--- src/rtl/pc_fetch_unit.sv ---
// pc_fetch_unit
//   Program-counter and fetch sequencer sitting directly in front of the
//   instruction decoder. A start pulse loads start_addr and enters RUN. In RUN
//   one instruction retires per clock. The decoder's halt, jump and branch
//   results select the next PC. A saturating counter tracks retired
//   instructions since the last accepted start.
//
// Ports
//   CLK          system clock, rising edge
//   reset        synchronous active-high reset, dominates every other input
//   start        single-cycle pulse, accepted in IDLE or HALTED only
//   start_addr   first instruction address, sampled with an accepted start
//   halt_in      decoder Halt for the instruction at pc
//   jump_en      unconditional relative jump
//   branch_en    conditional relative branch
//   branch_cond  branch condition from the datapath flag (1 = take)
//   offset       signed relative displacement, OFF_W bits
//   pc           current instruction-ROM address (registered)
//   running      high while in RUN (registered)
//   done         high while in HALTED (registered)
//   inst_count   instructions retired since the last accepted start

module pc_fetch_unit #(
  parameter int PC_W  = 10,
  parameter int OFF_W = 9,
  parameter int CNT_W = 16
) (
  input  logic             CLK,
  input  logic             reset,
  input  logic             start,
  input  logic [PC_W-1:0]  start_addr,
  input  logic             halt_in,
  input  logic             jump_en,
  input  logic             branch_en,
  input  logic             branch_cond,
  input  logic [OFF_W-1:0] offset,
  output logic [PC_W-1:0]  pc,
  output logic             running,
  output logic             done,
  output logic [CNT_W-1:0] inst_count
);

  typedef enum logic [1:0] {
    ST_IDLE   = 2'd0,
    ST_RUN    = 2'd1,
    ST_HALTED = 2'd2
  } state_t;

  state_t           state_reg;
  logic [PC_W-1:0]  pc_reg;
  logic             running_reg;
  logic             done_reg;
  logic [CNT_W-1:0] cnt_reg;

  // Offset brought to PC width: sign-extended when narrower than the PC,
  // truncated to the low PC_W bits when wider.
  logic [PC_W-1:0] off_ext;

  genvar gi;
  generate
    for (gi = 0; gi < PC_W; gi++) begin : g_off_ext
      if (gi < OFF_W) begin : g_copy
        assign off_ext[gi] = offset[gi];
      end else begin : g_sign
        assign off_ext[gi] = offset[OFF_W-1];
      end
    end
  endgenerate

  // Next PC while running and not halting. Jump and taken branch share the
  // same relative target, so jump-over-branch priority needs no extra mux.
  // Addition is modulo 2^PC_W, so wrap in either direction is silent.
  logic [PC_W-1:0] pc_next;

  always_comb begin
    pc_next = pc_reg + PC_W'(1);
    if (jump_en || (branch_en && branch_cond)) begin
      pc_next = pc_reg + off_ext;
    end
  end

  always_ff @(posedge CLK) begin
    if (reset) begin
      state_reg   <= ST_IDLE;
      pc_reg      <= '0;
      running_reg <= 1'b0;
      done_reg    <= 1'b0;
      cnt_reg     <= '0;
    end else begin
      case (state_reg)
        ST_IDLE, ST_HALTED: begin
          // Control inputs are ignored here; only start can change state.
          if (start) begin
            state_reg   <= ST_RUN;
            pc_reg      <= start_addr;
            cnt_reg     <= '0;
            running_reg <= 1'b1;
            done_reg    <= 1'b0;
          end
        end

        ST_RUN: begin
          // Every RUN cycle retires the instruction at pc, including a halt.
          if (cnt_reg != {CNT_W{1'b1}}) begin
            cnt_reg <= cnt_reg + CNT_W'(1);
          end
          if (halt_in) begin
            state_reg   <= ST_HALTED;
            running_reg <= 1'b0;
            done_reg    <= 1'b1;
          end else begin
            pc_reg <= pc_next;
          end
        end

        default: begin
          state_reg   <= ST_IDLE;
          pc_reg      <= '0;
          running_reg <= 1'b0;
          done_reg    <= 1'b0;
          cnt_reg     <= '0;
        end
      endcase
    end
  end

  assign pc         = pc_reg;
  assign running    = running_reg;
  assign done       = done_reg;
  assign inst_count = cnt_reg;

endmodule

--- config.mk ---
export PLATFORM = sky130hd
export DESIGN_NAME = pc_fetch_unit
export DESIGN_NICKNAME = d
export VERILOG_FILES = /design/src/rtl/pc_fetch_unit.sv
export SDC_FILE = /design/constraint.sdc
export NUM_CORES = 1
export LEC_CHECK = 0
export CELL_PAD_IN_SITES_DETAIL_PLACEMENT = 2
export CELL_PAD_IN_SITES_GLOBAL_PLACEMENT = 2
export CORE_ASPECT_RATIO = 0.7
export CORE_UTILIZATION = 31
export CTS_BUF_LIST = sky130_fd_sc_hd__clkbuf_4 sky130_fd_sc_hd__clkbuf_8
export DETAILED_ROUTE_END_ITERATION = 7
export GPL_ROUTABILITY_DRIVEN = 0
export HOLD_SLACK_MARGIN = 0.02
export PLACE_DENSITY = 0.95
export SYNTH_ARGS = -nofsm -noshare
export SYNTH_HDL_FRONTEND = slang
export SYNTH_SLANG_ARGS = --single-unit
--- constraint.sdc ---
create_clock -name CLK -period 6.5 [get_ports CLK]
set_input_delay 1.625 -clock CLK [delete_from_list [all_inputs] [get_ports CLK]]
set_output_delay 1.625 -clock CLK [all_outputs]
set_load 0.01 [all_outputs]
After elaboration in Yosys (flattened, before gate mapping) --
Index checks and enable logic that the tools add are counted.
Word-level totals: memories kept 0, input bits 26, flip-flop bits (word level) 30, memory bits (read-only) 0, bits in latches 0, logic and storage cells 38, output and inout port bits 28, RAM bits 0
Operators by class: equality and inequality tests 7, shift operators 0, add/sub/neg operators 3, $mul 0, bitwise operators 0, reductions and logical operators 7, mux-type cells 16, order comparisons 0, divide/modulo/power cells 0
Operator list (number):
- $mux W16 | 2
- $pmux W16 S2 | 1
- $mux W10 | 3
- $pmux W10 S2 | 1
- $add A16 B1 Y16 const B | 1
- $ne A16 B16 Y1 const B | 1
- $add A10 B1 Y10 const B | 1
- $add A10 B10 Y10 | 1
- $ne A2 B2 Y1 const B | 4
- $reduce_and A2 Y1 | 3
- $mux W1 | 4
- $mux W2 | 2
- $pmux W1 S2 | 2
- $pmux W2 S2 | 1
- $eq A2 B1 Y1 const B | 1
- $eq A2 B2 Y1 const B | 1
- $logic_not A2 Y1 | 1
- $reduce_or A2 Y1 | 1
- $logic_and A1 B1 Y1 | 1
- $logic_or A1 B1 Y1 | 1

Depth between registers and ports, before layout --
Gate-level depths: netlist (run 1).
depth in word-level cells 5, gate-level depth with buffers 10, mapped depth without buffers 10

Least setup slack after synthesis (run 1) --
Ideal clock, no wire load.
path kind in2reg, start point input port branch_en, end point register pc_reg[6] (netlist: pc[6]), arrival 3.330 ns, data required time 6.380 ns, stages on the path 9, buffers on the path 0, setup time 0.120 ns, setup slack 3.050 ns, cell sequence a21oi_2 or2_2 ha_1 inv_1 fa_1 nand2b_1 a21oi_1 nor4b_1 o31a_1
Between the ends: word-level cells in the longest chain between the ends 5
RTL lines:
- from (decl) | RTL line 34 | input logic branch_en,
- $logic_and A1 B1 Y1 | RTL line 77 | if (jump_en || (branch_en && branch_cond)) begin
- $logic_or A1 B1 Y1 | RTL line 77
- $mux W10 | RTL line 77
- $mux W10 | RTL line 107 | if (halt_in) begin
- $pmux W10 S2 | RTL line 90 | case (state_reg)
- to (signal assigned) | RTL line 95 | pc_reg <= start_addr;
- to (signal assigned) | RTL line 112 | pc_reg <= pc_next;
- to (decl) | RTL line 50 | logic [PC_W-1:0] pc_reg;
No other way between the ends. The select of a mux whose other input is x is not followed. A chain may end at the register's enable or synchronous reset.

Final worst setup path (run 1) --
start point input port branch_cond, end point register pc_reg[8] (netlist: pc[8])
Between the ends: word-level cells in the longest chain between the ends 5
RTL lines:
- from (decl) | RTL line 35 | input logic branch_cond,
- $logic_and A1 B1 Y1 | RTL line 77
- $logic_or A1 B1 Y1 | RTL line 77
- $mux W10 | RTL line 77
- $mux W10 | RTL line 107
- $pmux W10 S2 | RTL line 90
No other way between the ends. The select of a mux whose other input is x is not followed.

==> flow_summary.json, run 1 <==
{
  "outcome": "finished clean",
  "antenna_cells": 0,
  "max_cap_violations": 0,
  "grt_pass1_vias": 2035,
  "place_hpwl_um": 5060,
  "power.ir.vdd_worst_mv": 0.0922,
  "critical_path_required_ns": 6.68,
  "die-area_sq_mm": 0.00652,
  "place_inst": 341,
  "cp.arrival_ns": 4.25,
  "clock_tree.root_cell": "clkbuf_8",
  "most_utilized_layer_in_the_global_route_result": "met2",
  "vias": 1926,
  "ctsResizeCount": 0,
  "setup.reg_to_reg.worst_slack_ns": 3.99,
  "worstPathMaxFanout": 9,
  "timing.fmax_mhz": 246,
  "worstSkewPairLatency_ns": 0.29,
  "cts_max_level": 2,
  "layout.area.seq_sq_um": 581,
  "cts-buffers-inserted": 5,
  "end_kind": "flip-flop",
  "multi_input_area_sq_mm": 0.00128,
  "tritoncts": "built",
  "clk_pin_slew_worst_paths_ns": 0.07,
  "fill_cells": 627,
  "use_met2_pct": 35.9,
  "min_delay_worst_endpoint": "pc[3]",
  "clk_sink_count": 29,
  "hold_fix_buffers_at_cts": 0,
  "drtPass1Iterations": 4,
  "place.port_buffers": 53,
  "count_of_final_setup_violators": 0,
  "route.detailed.wl_per_inst_um": 19.8,
  "skew_ns": 0.00549,
  "ios": 54,
  "timing.critical_path.from_type": "input port",
  "hold_path_depth": 2,
  "synth-main-ff-cell": "dfxtp_1",
  "ant_nets": 0,
  "grt_start_max_net_pins": 17,
  "placement_rows": 23,
  "final_layout_size_suffix_gt1_share_pct": 8.39,
  "fin_cells": 349,
  "fin_tns_setup_ns": 0,
  "die_width_um": 96.0,
  "report.final.hold_viol_count": 0,
  "routed_wirelength_um": 6900,
  "largest_register_ff_count": 16,
  "grt_setup_unrepaired": "no",
  "syn-instance-count": 220,
  "total_power_w": 0.000517,
  "wire_length_of_the_first_global_routing_pass_um": 10800,
  "synth.yosys.warnings": 0,
  "grt_util_met1_pct": 31.3,
  "report.final.slew_viol_count": 0,
  "globalRouteMet3Util_pct": 3.00,
  "design.core.area_sq_mm": 0.00584,
  "worst_slew_pin_slew_ns": 1.19,
  "grt_remaining_overflow": 0,
  "p_leak_nw": 0.896,
  "slew_headroom_pct": 20.1,
  "die_height_um": 67.8,
  "final_net_count": 310,
  "post_synth_instance_area_sq_mm": 0.00192,
  "min_path_type": "reg2reg",
  "criticalPathCategory": "in2reg",
  "power.density_cell_area_mw_per_mm2": 197,
  "floorplan.initialDensity_pct": 32.9,
  "postCtsSetupRepairBufs": 0,
  "period_minus_slack_ns": 4.07,
  "first_iter_violations": 74,
  "post_synth_num_cell_types": 58,
  "postSynthRegisterBits": 29,
  "reg2reg_depth": 5,
  "sequential_cell_area_fraction_in_the_yosys_report_pct": 30.2,
  "worst_hold_startpoint": "pc[3]",
  "syn_nets": 257,
  "period_share_pct": 62.5,
  "grt_antenna_before_repair": 0,
  "detail_route.vias_per_cell": 5.52,
  "synth_async_sr_flop_share_pct": 0,
  "area_delta_synth_final_pct": 36.7,
  "drcViolationCount": 0,
  "synth_enable_flop_cells": 0,
  "reg2reg_from": "state_reg[0]",
  "avgSynthCellArea_sq_um": 8.72,
  "clockBufferDepth": 2,
  "globalRouteTotalUtil_pct": 22.5,
  "utilization_pct": 44.9,
  "rr_endpoint": "inst_count[1]"
}
cells in the final DEF, fill, tap and decap left out, types with 3 or more instances in the layout:
cell	instances
nor2_1	31
nor4_2	3
a21oi_2	3
a22oi_1	4
o21ai_0	7
nor3_1	5
inv_1	6
xor2_1	3
a2111oi_2	3
a21oi_1	12
a211oi_1	6
ha_1	10
xnor2_1	14
and4_1	3
mux2i_1	4
nor2b_1	8
nand2_1	12
clkbuf_8	6
dfxtp_1	29
nand3_1	4
nand2b_1	4
nand3b_1	3
clkdlybuf4s50_1	53
layer usage:
| metal | vias up | wire length, um |
|---|---|---|
| li1 | 917 | - |
| met1 | 959 | 3400 |
| met2 | 40 | 3200 |
| met3 | 10 | 193 |
| met4 | 0 | 109 |
| met5 | - | 0 |
through the flow:
stage | setup slack, ns | instance area (sq um) | hold WS, ns
2_1_floorplan | 3.05 | 1920 | 0.496
5_1_grt | 2.28 | 2620 | 0.522
3_3_place_gp | 2.38 | 2500 | 0.471
3_5_place_dp | 2.19 | 2500 | 0.501
6_report | 2.43 | 2620 | 0.501
4_1_cts | 2.46 | 2620 | 0.514
Yosys cell counts (all sizes together) (4+ instances only):
master	instances	area, sq um
nor3	5	25.0
o21ai	9	45.0
a211oi	6	45.0
nand2b	5	38.8
nor2b	8	50.1
mux2i	4	40.0
nand2	12	45.0
a22oi	4	30.0
nand3	4	20.0
ha	10	125
buf	4	28.8
xnor2	14	123
dfxtp	29	581
inv	6	22.5
nor2	31	116
a21oi	15	86.3
logic make-up (layout without fill, tap and decap cells):
| kind of cell | Yosys count | in the layout | share of synthesized area (%) |
|---|---|---|---|
| muxes | 4 | 4 | 2.09 |
| xor gates and xnor gates | 17 | 17 | 7.76 |
| and+or+nand+nor | 88 | 88 | 26.0 |
| DFF | 29 | 29 | 30.2 |
| adders and majority gates | 11 | 11 | 7.56 |
| buffers and inverters | 13 | 67 | 3.26 |
| AOI/OAI and AO/OA | 58 | 58 | 23.1 |
cell type report:
cell class | instances | area share (%)
clock inverters | 1 | 1.14
repair buffers | 53 | 20.2
well taps | 75 | 3.58
multi-input cells | 178 | 48.6
inverters | 6 | 0.858
clock buffers | 7 | 3.43
flip-flops and latches | 29 | 22.1
critical path, cell delays in order:
cell	delay, ns
clkdlybuf4s50_1	0.42
a21oi_2	0.41
or2_2	0.20
ha_1	0.19
inv_1	0.07
fa_1	0.40
nand2b_1	0.21
a21oi_1	0.32
o41ai_1	0.14
mux2i_1	0.19
nand2_1	0.07
power breakdown:
part | total, W | leakage (nW) | internal (W) | switching, W
Sequential | 0.000196 | 0.236 | 0.000186 | 0.0000101
Clock | 0.000207 | 0.0619 | 0.000129 | 0.0000783
Combinational | 0.000114 | 0.598 | 0.0000558 | 0.0000580
Total | 0.000517 | 0.896 | 0.000371 | 0.000146
worst max path at each step:
stage	to	from	cells past startpoint	slack (ns)
6_report	pc[8]	branch_cond	11	2.43
4_1_cts	pc[8]	branch_cond	11	2.46
2_1_floorplan	pc[6]	branch_en	9	3.05
5_1_grt	pc[5]	branch_cond	10	2.28
3_5_place_dp	pc[8]	branch_cond	11	2.19
3_3_place_gp	pc[9]	branch_cond	10	2.38
Note: power is estimated with default switching activity, not from simulation.
==> run 2, diff against run 1 <==
--- a/config.mk
+++ b/config.mk
@@ -8,12 +8,12 @@
 export CELL_PAD_IN_SITES_DETAIL_PLACEMENT = 2
 export CELL_PAD_IN_SITES_GLOBAL_PLACEMENT = 2
 export CORE_ASPECT_RATIO = 0.7
-export CORE_UTILIZATION = 31
+export CORE_UTILIZATION = 26
 export CTS_BUF_LIST = sky130_fd_sc_hd__clkbuf_4 sky130_fd_sc_hd__clkbuf_8
 export DETAILED_ROUTE_END_ITERATION = 7
 export GPL_ROUTABILITY_DRIVEN = 0
 export HOLD_SLACK_MARGIN = 0.02
-export PLACE_DENSITY = 0.95
+export PLACE_DENSITY = 0.88
 export SYNTH_ARGS = -nofsm -noshare
 export SYNTH_HDL_FRONTEND = slang
 export SYNTH_SLANG_ARGS = --single-unit
==> constraint.sdc (replaced) <==
create_clock -name CLK -period 3.5 [get_ports CLK]
set_input_delay 0.875 -clock CLK [delete_from_list [all_inputs] [get_ports CLK]]
set_output_delay 0.875 -clock CLK [all_outputs]
set_load 0.01 [all_outputs]
==> run 2 against run 1 <==
Effect of this change: count of clock-buffer cells in the layout shrank 1; critical path depth is the same; wire length shrank 3.3%; utilization shrank 6.8 points; combinational power grew 87%; clock power grew 39%; global-route usage shrank 4.1 points; worst hold slack lost 0.014 ns; flip-flop and latch count is the same; critical path type unchanged; largest power group is now sequential cells.
==> flow_summary.json, run 2 (synthesis results as in run 1) <==
{
  "detail_route.vias_per_cell": 5.12,
  "worstPathMaxFanout": 4,
  "layout.cells.most_common_list": "clkdlybuf4s50_1 (53), nor2_1 (31), dfxtp_1 (29), xnor2_1 (14)",
  "ios": 54,
  "ant_nets": 0,
  "final_net_count": 314,
  "setup.reg_to_reg.worst_slack_ns": 1.37,
  "largest_register_ff_count": 16,
  "slew_headroom_pct": 57.5,
  "route.detailed.wl_per_inst_um": 17.9,
  "grt_util_met1_pct": 23.8,
  "fill_cells": 806,
  "tritoncts": "built",
  "clk_pin_slew_worst_paths_ns": 0.07,
  "reg2reg_from": "pc[0]",
  "die-area_sq_mm": 0.00774,
  "cp.arrival_ns": 3.25,
  "crit_path_cell_trace": "clkdlybuf4s50_1 > a21oi_2 > or2_2 > ha_1 > inv_1 > fa_1 > nand2b_1 > a21oi_1 > o41ai_1 > mux2i_1 > nand2_1",
  "report.final.slew_viol_count": 0,
  "power.ir.vdd_worst_mv": 0.166,
  "critical_path_required_ns": 3.68,
  "antenna_cells": 0,
  "rr_endpoint": "pc[8]",
  "outcome": "finished clean",
  "place_hpwl_um": 5110,
  "timing.critical_path.from_type": "input port",
  "period_minus_slack_ns": 3.07,
  "end_kind": "flip-flop",
  "utilization_pct": 38.1,
  "worst_path_largest_cell_delay_ns": 0.41,
  "hold_path_depth": 2,
  "max_cap_violations": 0,
  "clockBufferDepth": 2,
  "design.core.area_sq_mm": 0.00694,
  "period_share_pct": 87.8,
  "grt_setup_unrepaired": "no",
  "count_of_final_setup_violators": 0,
  "worst_hold_startpoint": "pc[3]",
  "vias": 1905,
  "place.port_buffers": 53,
  "clk_sink_count": 29,
  "mostFrequentLayoutCell": "clkdlybuf4s50_1",
  "first_iter_violations": 57,
  "min_delay_worst_endpoint": "pc[3]",
  "placement_rows": 25,
  "globalRouteTotalUtil_pct": 18.5,
  "drtPass1Iterations": 4,
  "worstSkewPairLatency_ns": 0.29,
  "worst_slew_pin_slew_ns": 0.633,
  "final_layout_size_suffix_gt1_share_pct": 9.71,
  "grt_antenna_before_repair": 0,
  "ctsResizeCount": 0,
  "timing.fmax_mhz": 325,
  "globalRouteMet3Util_pct": 3.99,
  "routed_wirelength_um": 6670,
  "report.final.hold_viol_count": 0,
  "floorplan.initialDensity_pct": 27.6,
  "die_width_um": 105,
  "cts_max_level": 2,
  "grt_pass1_vias": 2115,
  "skew_ns": 0.00490,
  "reg2reg_depth": 8,
  "postCtsSetupRepairBufs": 0,
  "power.density_cell_area_mw_per_mm2": 327,
  "critical_path.slowest_cell": "clkdlybuf4s50_1",
  "fin_tns_setup_ns": 0,
  "wire_length_of_the_first_global_routing_pass_um": 11000,
  "use_met2_pct": 31.4,
  "p_leak_nw": 0.903,
  "grt_remaining_overflow": 0,
  "hold_fix_buffers_at_cts": 0,
  "die_height_um": 73.9,
  "grt_start_max_net_pins": 17,
  "area_delta_synth_final_pct": 37.7,
  "criticalPathCategory": "in2reg",
  "min_path_type": "reg2reg",
  "clock_tree.root_cell": "clkbuf_8",
  "drcViolationCount": 0,
  "most_utilized_layer_in_the_global_route_result": "met2",
  "cts-buffers-inserted": 5
}
run 2: routing by layer:
layer | part of all wire (%) | wire length, um
met1 | 49 | 3270
met2 | 46 | 3070
met3 | 4.2 | 280
met4 | 0.82 | 55
met5 | 0 | 0
run 2: critical path, delay by kind of cell:
family / cells / cell delay (ns)
multiplexers: 1 / 0.18
AND/OR/NAND/NOR: 3 / 0.42
adder cells (fa/ha/maj): 2 / 0.57
AO/OA/AOI/OAI: 3 / 0.71
buffers and inverters: 2 / 0.48
run 2: how the worst max path moves through the flow:
stage	start	to	slack [ns]	depth (start not counted)
after global placement	branch_en	pc[9]	0.22	10
final	branch_en	pc[8]	0.43	11
after global routing	branch_en	pc[9]	0.30	10
after floorplan	branch_en	pc[6]	0.80	9
after CTS	branch_en	pc[6]	0.42	10
after detailed placement	branch_en	pc[8]	0.09	11
run 2: metrics by stage:
step           power (W)  instances  instance area, sq um  hold WS (ns)  setup WS [ns]
3_3_place_gp    0.000573        364                  2560         0.472          0.221
4_1_cts         0.000869        372                  2640         0.494          0.421
6_report        0.000864        372                  2640         0.488          0.428
2_1_floorplan   0.000483        220                  1920         0.496          0.800
3_5_place_dp    0.000582        364                  2560         0.485         0.0874
5_1_grt         0.000908        372                  2640         0.521          0.302
run 2: final cells by class:
class                      count  area (sq um)  area share (%)
sequential                    29           581            22.0
clock buffer                   6          76.3            2.89
multi-input combinational    178          1280            48.3
clock inverter                 2          10.0           0.379
timing repair buffer          57           561            21.2
inverter                       6          22.5           0.852
tap                           94           118            4.45
run 2: report_power, final:
| group | internal, W | leakage, nW | switching [W] |
|---|---|---|---|
| combinational | 0.000106 | 0.618 | 0.000107 |
| sequential | 0.000345 | 0.236 | 0.0000188 |
| clock | 0.000146 | 0.0484 | 0.000142 |
| total | 0.000597 | 0.903 | 0.000267 |
==> run 3, diff against run 2 <==
--- a/config.mk
+++ b/config.mk
@@ -5,6 +5,7 @@
 export SDC_FILE = /design/constraint.sdc
 export NUM_CORES = 1
 export LEC_CHECK = 0
+export CAP_MARGIN = 10
 export CELL_PAD_IN_SITES_DETAIL_PLACEMENT = 2
 export CELL_PAD_IN_SITES_GLOBAL_PLACEMENT = 2
 export CORE_ASPECT_RATIO = 0.7
==> results of run 3 <==
Same layout as run 2: the final DEF is identical, and so are final timing and power.
